## src/rtl/dma_engine_pkg.sv

```systemverilog
// Shared constants for the single-channel DMA engine: register word offsets,
// CTRL/STATUS bit positions and the transfer FSM state encoding.
package dma_engine_pkg;

  localparam logic [2:0] REG_SRC    = 3'd0;
  localparam logic [2:0] REG_DST    = 3'd1;
  localparam logic [2:0] REG_LEN    = 3'd2;
  localparam logic [2:0] REG_CTRL   = 3'd3;
  localparam logic [2:0] REG_STATUS = 3'd4;
  localparam logic [2:0] REG_FILL   = 3'd5;

  localparam int CTRL_START  = 0;
  localparam int CTRL_IRQ_EN = 1;
  localparam int CTRL_FILL   = 2;

  localparam int STAT_BUSY = 0;
  localparam int STAT_DONE = 1;
  localparam int STAT_ERR  = 2;

  typedef enum logic [2:0] {
    ST_IDLE    = 3'd0,
    ST_RD_REQ  = 3'd1,
    ST_RD_WAIT = 3'd2,
    ST_WR_REQ  = 3'd3,
    ST_WR_WAIT = 3'd4
  } dma_state_e;

endpackage

```

## src/rtl/dma_engine_regs.sv

```systemverilog
// Register file and device-side responder of the DMA engine. CTRL.fill and
// FILL exist only when DMA_ENGINE_FILL_EN is defined; otherwise they read 0.
module dma_engine_regs
  import dma_engine_pkg::*;
#(
  parameter int AddrWidth = 32,
  parameter int LenWidth  = 16
) (
  input  logic                 clk_sys_i,
  input  logic                 rst_sys_ni,
  input  logic                 device_req_i,
  input  logic [AddrWidth-1:0] device_addr_i,
  input  logic                 device_we_i,
  input  logic [3:0]           device_be_i,
  input  logic [31:0]          device_wdata_i,
  output logic                 device_rvalid_o,
  output logic [31:0]          device_rdata_o,
  input  logic                 busy,
  input  logic                 done_set,
  input  logic                 err_set,
  output logic [AddrWidth-1:0] src,
  output logic [AddrWidth-1:0] dst,
  output logic [LenWidth-1:0]  len,
  output logic                 start,
  output logic                 fill_mode,
  output logic [31:0]          fill_val,
  output logic                 irq_o
);

  logic [2:0]  reg_idx;
  logic        wr_en;
  logic        rd_en;
  logic        irq_en_q;
  logic        done_q;
  logic        err_q;
  logic [31:0] rd_data;
  logic        unused_addr;

  assign reg_idx     = device_addr_i[4:2];
  assign unused_addr = ^{device_addr_i[AddrWidth-1:5], device_addr_i[1:0]};
  // Only full-word writes touch the register file.
  assign wr_en = device_req_i && device_we_i && (device_be_i == 4'hF);
  assign rd_en = device_req_i && !device_we_i;
  assign start = wr_en && (reg_idx == REG_CTRL) && device_wdata_i[CTRL_START];

  always_ff @(posedge clk_sys_i or negedge rst_sys_ni) begin
    if (!rst_sys_ni) begin
      src <= '0;
      dst <= '0;
      len <= '0;
    end else if (wr_en && !busy) begin
      case (reg_idx)
        REG_SRC: src <= AddrWidth'({device_wdata_i[31:2], 2'b00});
        REG_DST: dst <= AddrWidth'({device_wdata_i[31:2], 2'b00});
        REG_LEN: len <= device_wdata_i[LenWidth-1:0];
        default: ;
      endcase
    end
  end

  // Hardware set beats a same-cycle software W1C of done/err.
  always_ff @(posedge clk_sys_i or negedge rst_sys_ni) begin
    if (!rst_sys_ni) begin
      irq_en_q <= 1'b0;
      done_q   <= 1'b0;
      err_q    <= 1'b0;
    end else begin
      if (wr_en && (reg_idx == REG_CTRL)) irq_en_q <= device_wdata_i[CTRL_IRQ_EN];
      if (done_set) begin
        done_q <= 1'b1;
      end else if (wr_en && (reg_idx == REG_STATUS) && device_wdata_i[STAT_DONE]) begin
        done_q <= 1'b0;
      end
      if (err_set) begin
        err_q <= 1'b1;
      end else if (wr_en && (reg_idx == REG_STATUS) && device_wdata_i[STAT_ERR]) begin
        err_q <= 1'b0;
      end
    end
  end

`ifdef DMA_ENGINE_FILL_EN
  always_ff @(posedge clk_sys_i or negedge rst_sys_ni) begin
    if (!rst_sys_ni) begin
      fill_mode <= 1'b0;
      fill_val  <= '0;
    end else if (wr_en) begin
      if (reg_idx == REG_CTRL) fill_mode <= device_wdata_i[CTRL_FILL];
      if (reg_idx == REG_FILL) fill_val  <= device_wdata_i;
    end
  end
`else
  assign fill_mode = 1'b0;
  assign fill_val  = '0;
`endif

  always_comb begin
    rd_data = '0;
    case (reg_idx)
      REG_SRC:    rd_data = 32'(src);
      REG_DST:    rd_data = 32'(dst);
      REG_LEN:    rd_data = 32'(len);
      REG_CTRL:   rd_data = {29'd0, fill_mode, irq_en_q, 1'b0};
      REG_STATUS: rd_data = {29'd0, err_q, done_q, busy};
      REG_FILL:   rd_data = fill_val;
      default:    rd_data = '0;
    endcase
  end

  always_ff @(posedge clk_sys_i or negedge rst_sys_ni) begin
    if (!rst_sys_ni) begin
      device_rvalid_o <= 1'b0;
      device_rdata_o  <= '0;
    end else begin
      device_rvalid_o <= device_req_i;
      device_rdata_o  <= rd_en ? rd_data : '0;
    end
  end

  assign irq_o = done_q & irq_en_q;

endmodule

```

## src/rtl/dma_engine.sv

```systemverilog
// Single-channel memory-to-memory DMA engine: transfer FSM and bus host port.
// Build option DMA_ENGINE_FILL_EN adds a write-only fill mode (see regs).
module dma_engine
  import dma_engine_pkg::*;
#(
  parameter int AddrWidth = 32,
  parameter int LenWidth  = 16
) (
  input  logic                 clk_sys_i,
  input  logic                 rst_sys_ni,
  input  logic                 device_req_i,
  input  logic [AddrWidth-1:0] device_addr_i,
  input  logic                 device_we_i,
  input  logic [3:0]           device_be_i,
  input  logic [31:0]          device_wdata_i,
  output logic                 device_rvalid_o,
  output logic [31:0]          device_rdata_o,
  output logic                 host_req_o,
  input  logic                 host_gnt_i,
  output logic [AddrWidth-1:0] host_addr_o,
  output logic                 host_we_o,
  output logic [3:0]           host_be_o,
  output logic [31:0]          host_wdata_o,
  input  logic                 host_rvalid_i,
  input  logic [31:0]          host_rdata_i,
  input  logic                 host_err_i,
  output logic                 irq_o
);

  // Whole FSM context in one struct so it can be observed as a unit.
  typedef struct packed {
    dma_state_e           state;
    logic                 fill;
    logic [LenWidth-1:0]  remaining;
    logic [AddrWidth-1:0] cur_src;
    logic [AddrWidth-1:0] cur_dst;
    logic [31:0]          data;
  } dma_ctx_t;

  dma_ctx_t             ctx_q, ctx_d;
  logic                 busy;
  logic                 done_set;
  logic                 err_set;
  logic                 start;
  logic                 fill_mode;
  logic [31:0]          fill_val;
  logic [AddrWidth-1:0] src;
  logic [AddrWidth-1:0] dst;
  logic [LenWidth-1:0]  len;

  dma_engine_regs #(
    .AddrWidth(AddrWidth),
    .LenWidth (LenWidth)
  ) u_regs (
    .clk_sys_i      (clk_sys_i),
    .rst_sys_ni     (rst_sys_ni),
    .device_req_i   (device_req_i),
    .device_addr_i  (device_addr_i),
    .device_we_i    (device_we_i),
    .device_be_i    (device_be_i),
    .device_wdata_i (device_wdata_i),
    .device_rvalid_o(device_rvalid_o),
    .device_rdata_o (device_rdata_o),
    .busy           (busy),
    .done_set       (done_set),
    .err_set        (err_set),
    .src            (src),
    .dst            (dst),
    .len            (len),
    .start          (start),
    .fill_mode      (fill_mode),
    .fill_val       (fill_val),
    .irq_o          (irq_o)
  );

  assign busy = (ctx_q.state != ST_IDLE);

  always_comb begin
    ctx_d    = ctx_q;
    done_set = 1'b0;
    err_set  = 1'b0;
    case (ctx_q.state)
      ST_IDLE: begin
        if (start) begin
          if (len == '0) begin
            done_set = 1'b1;
          end else begin
            ctx_d.cur_src   = src;
            ctx_d.cur_dst   = dst;
            ctx_d.remaining = len;
            ctx_d.fill      = fill_mode;
            ctx_d.data      = fill_val;
            ctx_d.state     = fill_mode ? ST_WR_REQ : ST_RD_REQ;
          end
        end
      end
      ST_RD_REQ: if (host_gnt_i) ctx_d.state = ST_RD_WAIT;
      ST_RD_WAIT: begin
        if (host_rvalid_i) begin
          if (host_err_i) begin
            err_set     = 1'b1;
            ctx_d.state = ST_IDLE;
          end else begin
            ctx_d.data  = host_rdata_i;
            ctx_d.state = ST_WR_REQ;
          end
        end
      end
      ST_WR_REQ: if (host_gnt_i) ctx_d.state = ST_WR_WAIT;
      ST_WR_WAIT: begin
        if (host_rvalid_i) begin
          if (host_err_i) begin
            err_set     = 1'b1;
            ctx_d.state = ST_IDLE;
          end else begin
            ctx_d.cur_src   = ctx_q.cur_src + AddrWidth'(4);
            ctx_d.cur_dst   = ctx_q.cur_dst + AddrWidth'(4);
            ctx_d.remaining = ctx_q.remaining - LenWidth'(1);
            if (ctx_q.remaining == LenWidth'(1)) begin
              done_set    = 1'b1;
              ctx_d.state = ST_IDLE;
            end else begin
              ctx_d.state = ctx_q.fill ? ST_WR_REQ : ST_RD_REQ;
            end
          end
        end
      end
      default: ctx_d.state = ST_IDLE;
    endcase
  end

  always_ff @(posedge clk_sys_i or negedge rst_sys_ni) begin
    if (!rst_sys_ni) begin
      ctx_q <= '0;
    end else begin
      ctx_q <= ctx_d;
    end
  end

  // Host handshake: request and payload are decoded from the registered state,
  // so they stay stable until the cycle that sees host_gnt_i, then drop.
  assign host_req_o   = (ctx_q.state == ST_RD_REQ) || (ctx_q.state == ST_WR_REQ);
  assign host_we_o    = (ctx_q.state == ST_WR_REQ);
  assign host_be_o    = 4'hF;
  assign host_addr_o  = (ctx_q.state == ST_RD_REQ) ? ctx_q.cur_src :
                        (ctx_q.state == ST_WR_REQ) ? ctx_q.cur_dst : '0;
  assign host_wdata_o = (ctx_q.state == ST_WR_REQ) ? ctx_q.data : '0;

endmodule

```

## config.mk

```make
export PLATFORM = sky130hd
export DESIGN_NAME = dma_engine
export DESIGN_NICKNAME = d
export VERILOG_FILES = /design/src/rtl/dma_engine_pkg.sv /design/src/rtl/dma_engine_regs.sv /design/src/rtl/dma_engine.sv
export SDC_FILE = /design/constraint.sdc
export NUM_CORES = 1
export LEC_CHECK = 0
export CORE_AREA = 2 2 169 129
export CTS_CLUSTER_DIAMETER = 200
export DETAILED_ROUTE_END_ITERATION = 10
export DIE_AREA = 0 0 171 131
export HOLD_SLACK_MARGIN = 0.12
export PLACE_DENSITY = 0.88
export SLEW_MARGIN = 20
export SYNTH_ARGS = -nofsm -noshare
export SYNTH_HDL_FRONTEND = slang
export SYNTH_SLANG_ARGS = --single-unit
```

## constraint.sdc

```tcl
create_clock -name clk_sys_i -period 5.9 [get_ports clk_sys_i]
set_input_delay 1.18 -clock clk_sys_i [delete_from_list [all_inputs] [get_ports clk_sys_i]]
set_output_delay 1.18 -clock clk_sys_i [all_outputs]
set_load 0.02 [all_outputs]
```

Word-level counts from Yosys, hierarchy flattened --
Index checks and enable logic that the tools add are counted.
Cells by class: add/subtract/negate cells 3, eq/ne operators 18, muxes and demuxes 34, bitwise gates (word level) 1, reductions and logical operators 27
Operators by type and width (number):
- 116-bit 2-to-1 mux | 2
- 32-bit 2-to-1 mux | 6
- 80-bit 2-to-1 mux | 2
- 32-bit one-hot mux with 5 select lines | 1
- 80-bit one-hot mux with 2 select lines | 1
- 32-bit by 3-bit adder with 32-bit output (second input constant) | 2
- 32-bit one-hot mux with 2 select lines | 1
- 16-bit by 1-bit == test with 1-bit output (second input constant) | 1
- 16-bit zero test | 1
- 2-bit != test (second input constant) | 8
- 16-bit by 1-bit subtractor with 16-bit output (second input constant) | 1
- 3-bit 2-to-1 mux | 5
- 3-bit one-hot mux with 5 select lines | 1
- 1-bit 2-to-1 mux | 13
- 3-bit by 2-bit == test with 1-bit output (second input constant) | 4
- 5-bit AND reduction | 2
- 1-bit logical AND | 9
- 2-bit nonzero test | 4
- 3-bit by 1-bit == test with 1-bit output (second input constant) | 2
- 3-bit == test (second input constant) | 2
- 3-bit zero test | 2
- 2-bit AND reduction | 3
- 6-bit AND reduction | 1
- 4-bit == test (second input constant) | 1
- other kinds (7) | 8
Word-level totals: bits in registers 227, input bits 107, output and inout port bits 104, logic and storage cells 96

Logic depth before layout (Yosys ltp) --
word-level depth 7, depth in mapped cells 8

By module --
From an unflattened synthesis, not the netlist that was laid out.
Unflattened totals: cells, all modules 1310, area, all modules 12559.5 sq um
By module, submodules not included:
- dma_engine | times used 1, cells each 947, area each 7704.9 sq um, sequential area each 2902.8 sq um
- dma_engine_regs | times used 1, cells each 363, area each 4854.7 sq um, sequential area each 2802.7 sq um

Least setup slack after synthesis --
No wires, ideal clock.
path kind input to register, start point input port device_addr_i[4], end point register ctx_q[1] (netlist bit), setup time 79 ps, arrival 2720 ps, path slack 3100 ps, stages on the path 7, buffers on the path 2, path through buf_6 -> nand2b_4 -> nor4_4 -> o22ai_2 -> a2111oi_4 -> buf_6 -> mux2i_1
On the way: word-level cells in the longest chain between the ends 5
RTL lines:
- from (decl) | line dma_engine.sv:12 | input logic [AddrWidth-1:0] device_addr_i,
- 3-bit by 2-bit == test with 1-bit output | line dma_engine_regs.sv:44 | assign start = wr_en && (reg_idx == REG_CTRL) && device_wdata_i[CTRL_START];
- 1-bit logical AND (2 in series) | line dma_engine_regs.sv:44
- 2-bit != test (no source line)
- 5-bit AND reduction (no source line)
- to (signal assigned) | line dma_engine.sv:136 | ctx_q <= ctx_d;
- to (decl) | line dma_engine.sv:40 | dma_ctx_t ctx_q, ctx_d;
Every way passes these cells. A chain may end at the register's enable or synchronous reset.

Worst setup path after layout --
start point register ctx_q[114] (netlist bit), end point output port host_wdata_o[19]
On the way: word-level cells in the longest chain between the ends 2
RTL lines:
- 3-bit by 2-bit == test with 1-bit output | line dma_engine.sv:147 | assign host_wdata_o = (ctx_q.state == ST_WR_REQ) ? ctx_q.data : '0;
- 32-bit 2-to-1 mux | line dma_engine.sv:147
- to (decl) | line dma_engine.sv:23 | output logic [31:0] host_wdata_o,
Every way passes these cells.

==> flow_summary_export.csv <==
group,metric,value,unit
outcome,outcome,"finished, final reports clean",
synthesis,synth-seq-cells,223,
sta,rsz0062_at_grt,"no",
setup_path,critPathMaxStageDelay,1.13,ns
layout,seq_area,5580,µm²
global_route,grt_overflow_total,0,
synthesis,synthDistinctLibCells,61,
routing,drt_iter0_drc,1295,
clock_network,numCtsBuffers,23,
floorplanning,die_y,131,µm
synthesis,ys.warnings.count,0,
floorplanning,die_x,171,µm
routing,postRouteAntennaNets,0,
clock_network,clkTransAtPathRegs,0.06,ns
setup_path,critPathSlowestCell,"dfrtp_4",
placement,finalWeightedCongestion,0.919,
setup_path,cp.depth,3,
placement,dp_hpwl,22600,µm
setup_path,critPathMaxFanout,74,
power,p_int,3.85,mW
layout,final_area,14500,µm²
floorplanning,dieArea,22400,µm²
worst_hold_path,whs_path_depth,2,
layout,fill_cells,1548,
layout,fin_nets,1472,
clock_network,postCtsHoldBufs,0,
routing,firstDrtPassIters,7,
global_route,grt_max_degree,129,
setup_path,critPathKind,"reg -> out",
clock_network,htree_levels,1,
sta,setup_viol,0,
floorplanning,core_area,20800,µm²
clock_network,clockBufferDepth,3,
job,maxCapViolCount,0,
global_route,grt_usage,0.304,
routing,via_count,10600,
power,swShare,0.401,
floorplanning,io_pins,211,
worst_hold_path,hold_start,"u_regs.err_q",
routing,drc,0,
global_route,grt_pass1_wl,53900,µm
power,power_frac_comb,0.391,
sta,finClkSkew,0.00792,ns
setup_path,rrSetupSlack,2.49,ns
routing,wire_per_inst,20.7,µm
layout,drive_gt1_frac,0.121,
synthesis,synth_ff_type,"dfrtp_1",
sta,period_needed,4.78,ns
synthesis,syn_area,11900,µm²
placement,placed_cell_area,13800,µm²
power,irDropWorstVdd,0.362,mV
sta,max_slew_margin,0.257,
sta,hold_viol_final,0,
sta,whs,0.516,ns
power,total_power,6.43,mW
synthesis,synth.avg_cell_area,9.63,µm²
routing,drt_wl_total,34500,µm
clock_network,cts.sinks,223,
floorplanning,row_count,46,
sta,fin_tns_setup,0,ns
setup_path,timing.rr.end,"ctx_q[2]",
layout,multi_input_area,5700,µm²
setup_path,worst_r2r_path_depth,7,
sta,drv_slew,0,
floorplanning,start_util,0.571,
sta,period_share,0.810,
worst_hold_path,hold_path.class,"reg -> reg",
power,p_leak,6.11,nW
clock_network,post-cts-setup-buffers,0,
worst_hold_path,min_to,"u_regs.err_q",
setup_path,path_cells,"nand2_1 > nor2_1 > clkdlybuf4s50_1",
power,power_switching,2.58,mW
sta,timing.fmax,209,MHz
synthesis,synthArstFlopShare,1.00,
synthesis,synth-seq-area-share,0.469,
global_route,grt_pass1_vias,10000,
setup_path,worstReg2RegStart,"ctx_q[114]",
synthesis,synth_cells,1234,
clock_network,clk_latency,0.51,ns
layout,areaGrowthSynthToFinish,22.4,%
setup_path,crit_family,"simple AND/OR/NAND/NOR gates",
power,powerDensity,442,nW/µm²
routing,vias_per_cell,6.38,
sta,worst_pin_slew,1.11,ns
placement,io_buffers,175,
layout,n_antenna_cell,0,
clock_network,tritoncts,"done",
global_route,antenna_found_initial,0,
power,seqPwrFrac,0.371,
setup_path,startpoint_type,"flop",
setup_path,cp-end-kind,"primary output",
setup_path,worst-path-buf-inv,1,
clock_network,cts_root_buf,"clkbuf_16",
synthesis,synth-edff-count,0,
setup_path,cp.arrival,3.60,ns
setup_path,crit_required,4.72,ns
power,p_clk_frac,0.238,
clock_network,cts_resized,0,
## kinds of logic (layout without fill, tap and decap cells)
family,count (synthesis),count (layout),synth area share
multiplexers,155,155,0.139
XOR/XNOR,1,1,0.000737
adder cells (fa/ha/maj),4,4,0.00421
other,2,6,0.000632
AO/OA/AOI/OAI,273,273,0.158
AND/OR/NAND/NOR,429,429,0.174
flip-flops,223,223,0.469
buffers and inverters,147,286,0.0544
## cell usage in the layout, fill, tap and decap left out, drive strengths merged, types with 33 or more instances in the layout
cell type        n
nor3            35
mux2i           77
nor2           156
a31oi           33
inv             46
o21ai           39
nand3           44
a21oi           47
dfrtp          223
mux2            78
clkdlybuf4s50  174
nand2           91
## cells in the mapped netlist, types with 2 or more instances
cell type | n | share of area
dfrtp_1 | 223 | 0.47
and2_1 | 9 | 0.0047
nor2_1 | 156 | 0.049
nor4_4 | 3 | 0.0054
inv_1 | 46 | 0.015
nor2b_1 | 5 | 0.0026
or2_2 | 2 | 0.0011
clkbuf_1 | 52 | 0.016
a41oi_1 | 2 | 0.0015
nand4_1 | 31 | 0.016
buf_2 | 28 | 0.012
a22oi_1 | 20 | 0.013
nand2_1 | 91 | 0.029
or3_1 | 5 | 0.0026
o2bb2ai_1 | 4 | 0.0029
o21ai_0 | 38 | 0.016
buf_4 | 8 | 0.0051
nand3_1 | 43 | 0.018
nor3b_1 | 2 | 0.0013
and3_1 | 14 | 0.0074
conb_1 | 2 | 0.00063
nor4_2 | 2 | 0.0021
o31ai_1 | 13 | 0.0082
a211oi_1 | 21 | 0.013
ha_1 | 4 | 0.0042
buf_6 | 4 | 0.0038
a32oi_1 | 5 | 0.0037
o22a_1 | 12 | 0.0088
nor3_1 | 33 | 0.014
o22ai_1 | 27 | 0.014
o32ai_1 | 5 | 0.0037
nor4_1 | 13 | 0.0068
nand2b_1 | 5 | 0.0026
or4_1 | 4 | 0.0025
a31o_2 | 5 | 0.0037
a2bb2oi_1 | 29 | 0.021
and4_1 | 3 | 0.0022
a21oi_1 | 47 | 0.020
a31oi_1 | 33 | 0.017
buf_1 | 9 | 0.0028
mux2_2 | 78 | 0.074
mux2i_1 | 77 | 0.065
a211o_1 | 2 | 0.0015
nor3_2 | 2 | 0.0017
## worst max path at each step
stage | startpoint | end
after global placement | device_addr_i[4] | ctx_q[50]
final | ctx_q[114] | host_wdata_o[19]
after detailed placement | device_addr_i[4] | u_regs.done_q
after floorplan | device_addr_i[4] | ctx_q[1]
after CTS | ctx_q[114] | host_wdata_o[16]
after global routing | ctx_q[114] | host_wdata_o[19]
## final cells by class
cell class / instances / share of cell area
repair buffers: 199 / 0.133
clock buffers: 32 / 0.0460
clock inverters: 9 / 0.00843
multi-input cells: 868 / 0.392
well taps: 288 / 0.0248
inverters: 46 / 0.0119
flip-flops and latches: 223 / 0.384
## power by group through the flow
| stage | Sequential (mW) | Clock [mW] | Combinational, mW |
|---|---|---|---|
| 2_1_floorplan | 2.14 | 0 | 1.91 |
| 3_3_place_gp | 2.36 | 0 | 2.39 |
| 3_5_place_dp | 2.39 | 0 | 2.46 |
| 4_1_cts | 2.36 | 1.54 | 2.48 |
| 5_1_grt | 2.44 | 1.60 | 2.71 |
| 6_report | 2.38 | 1.53 | 2.52 |
## metal layers
layer	GRT usage	part of all wire	vias to the layer above
li1	-	-	4721
met3	0.0651	0.11	83
met5	0	0	-
met4	0.0877	0.028	0
met2	0.468	0.44	655
met1	0.438	0.43	5163
## flip-flops by register name, indices dropped and copies added (netlist names)
name                    flops
ctx_q                     111
u_regs.done_q               1
u_regs.device_rdata_o      32
u_regs.len                 16
u_regs.device_rvalid_o      1
u_regs.irq_en_q             1
u_regs.dst                 30
u_regs.src                 30
u_regs.err_q                1
## worst min-delay path, delay by kind of cell (launching register included)
family             cells  cell delay [ns]
AOI/OAI and AO/OA      1             0.05
DFF                    1             0.37
and+or+nand+nor        1             0.06
## per-stage QoR
stage / instances / setup WS (ns) / util
finish: 1665 / 1.12 / 0.698
CTS: 1665 / 1.10 / 0.698
global route: 1665 / 0.889 / 0.698
global placement: 1624 / 1.64 / 0.660
detailed placement: 1624 / 1.57 / 0.660
floorplan: 1238 / 3.10 / -
Power figures use the tool's default switching activity.
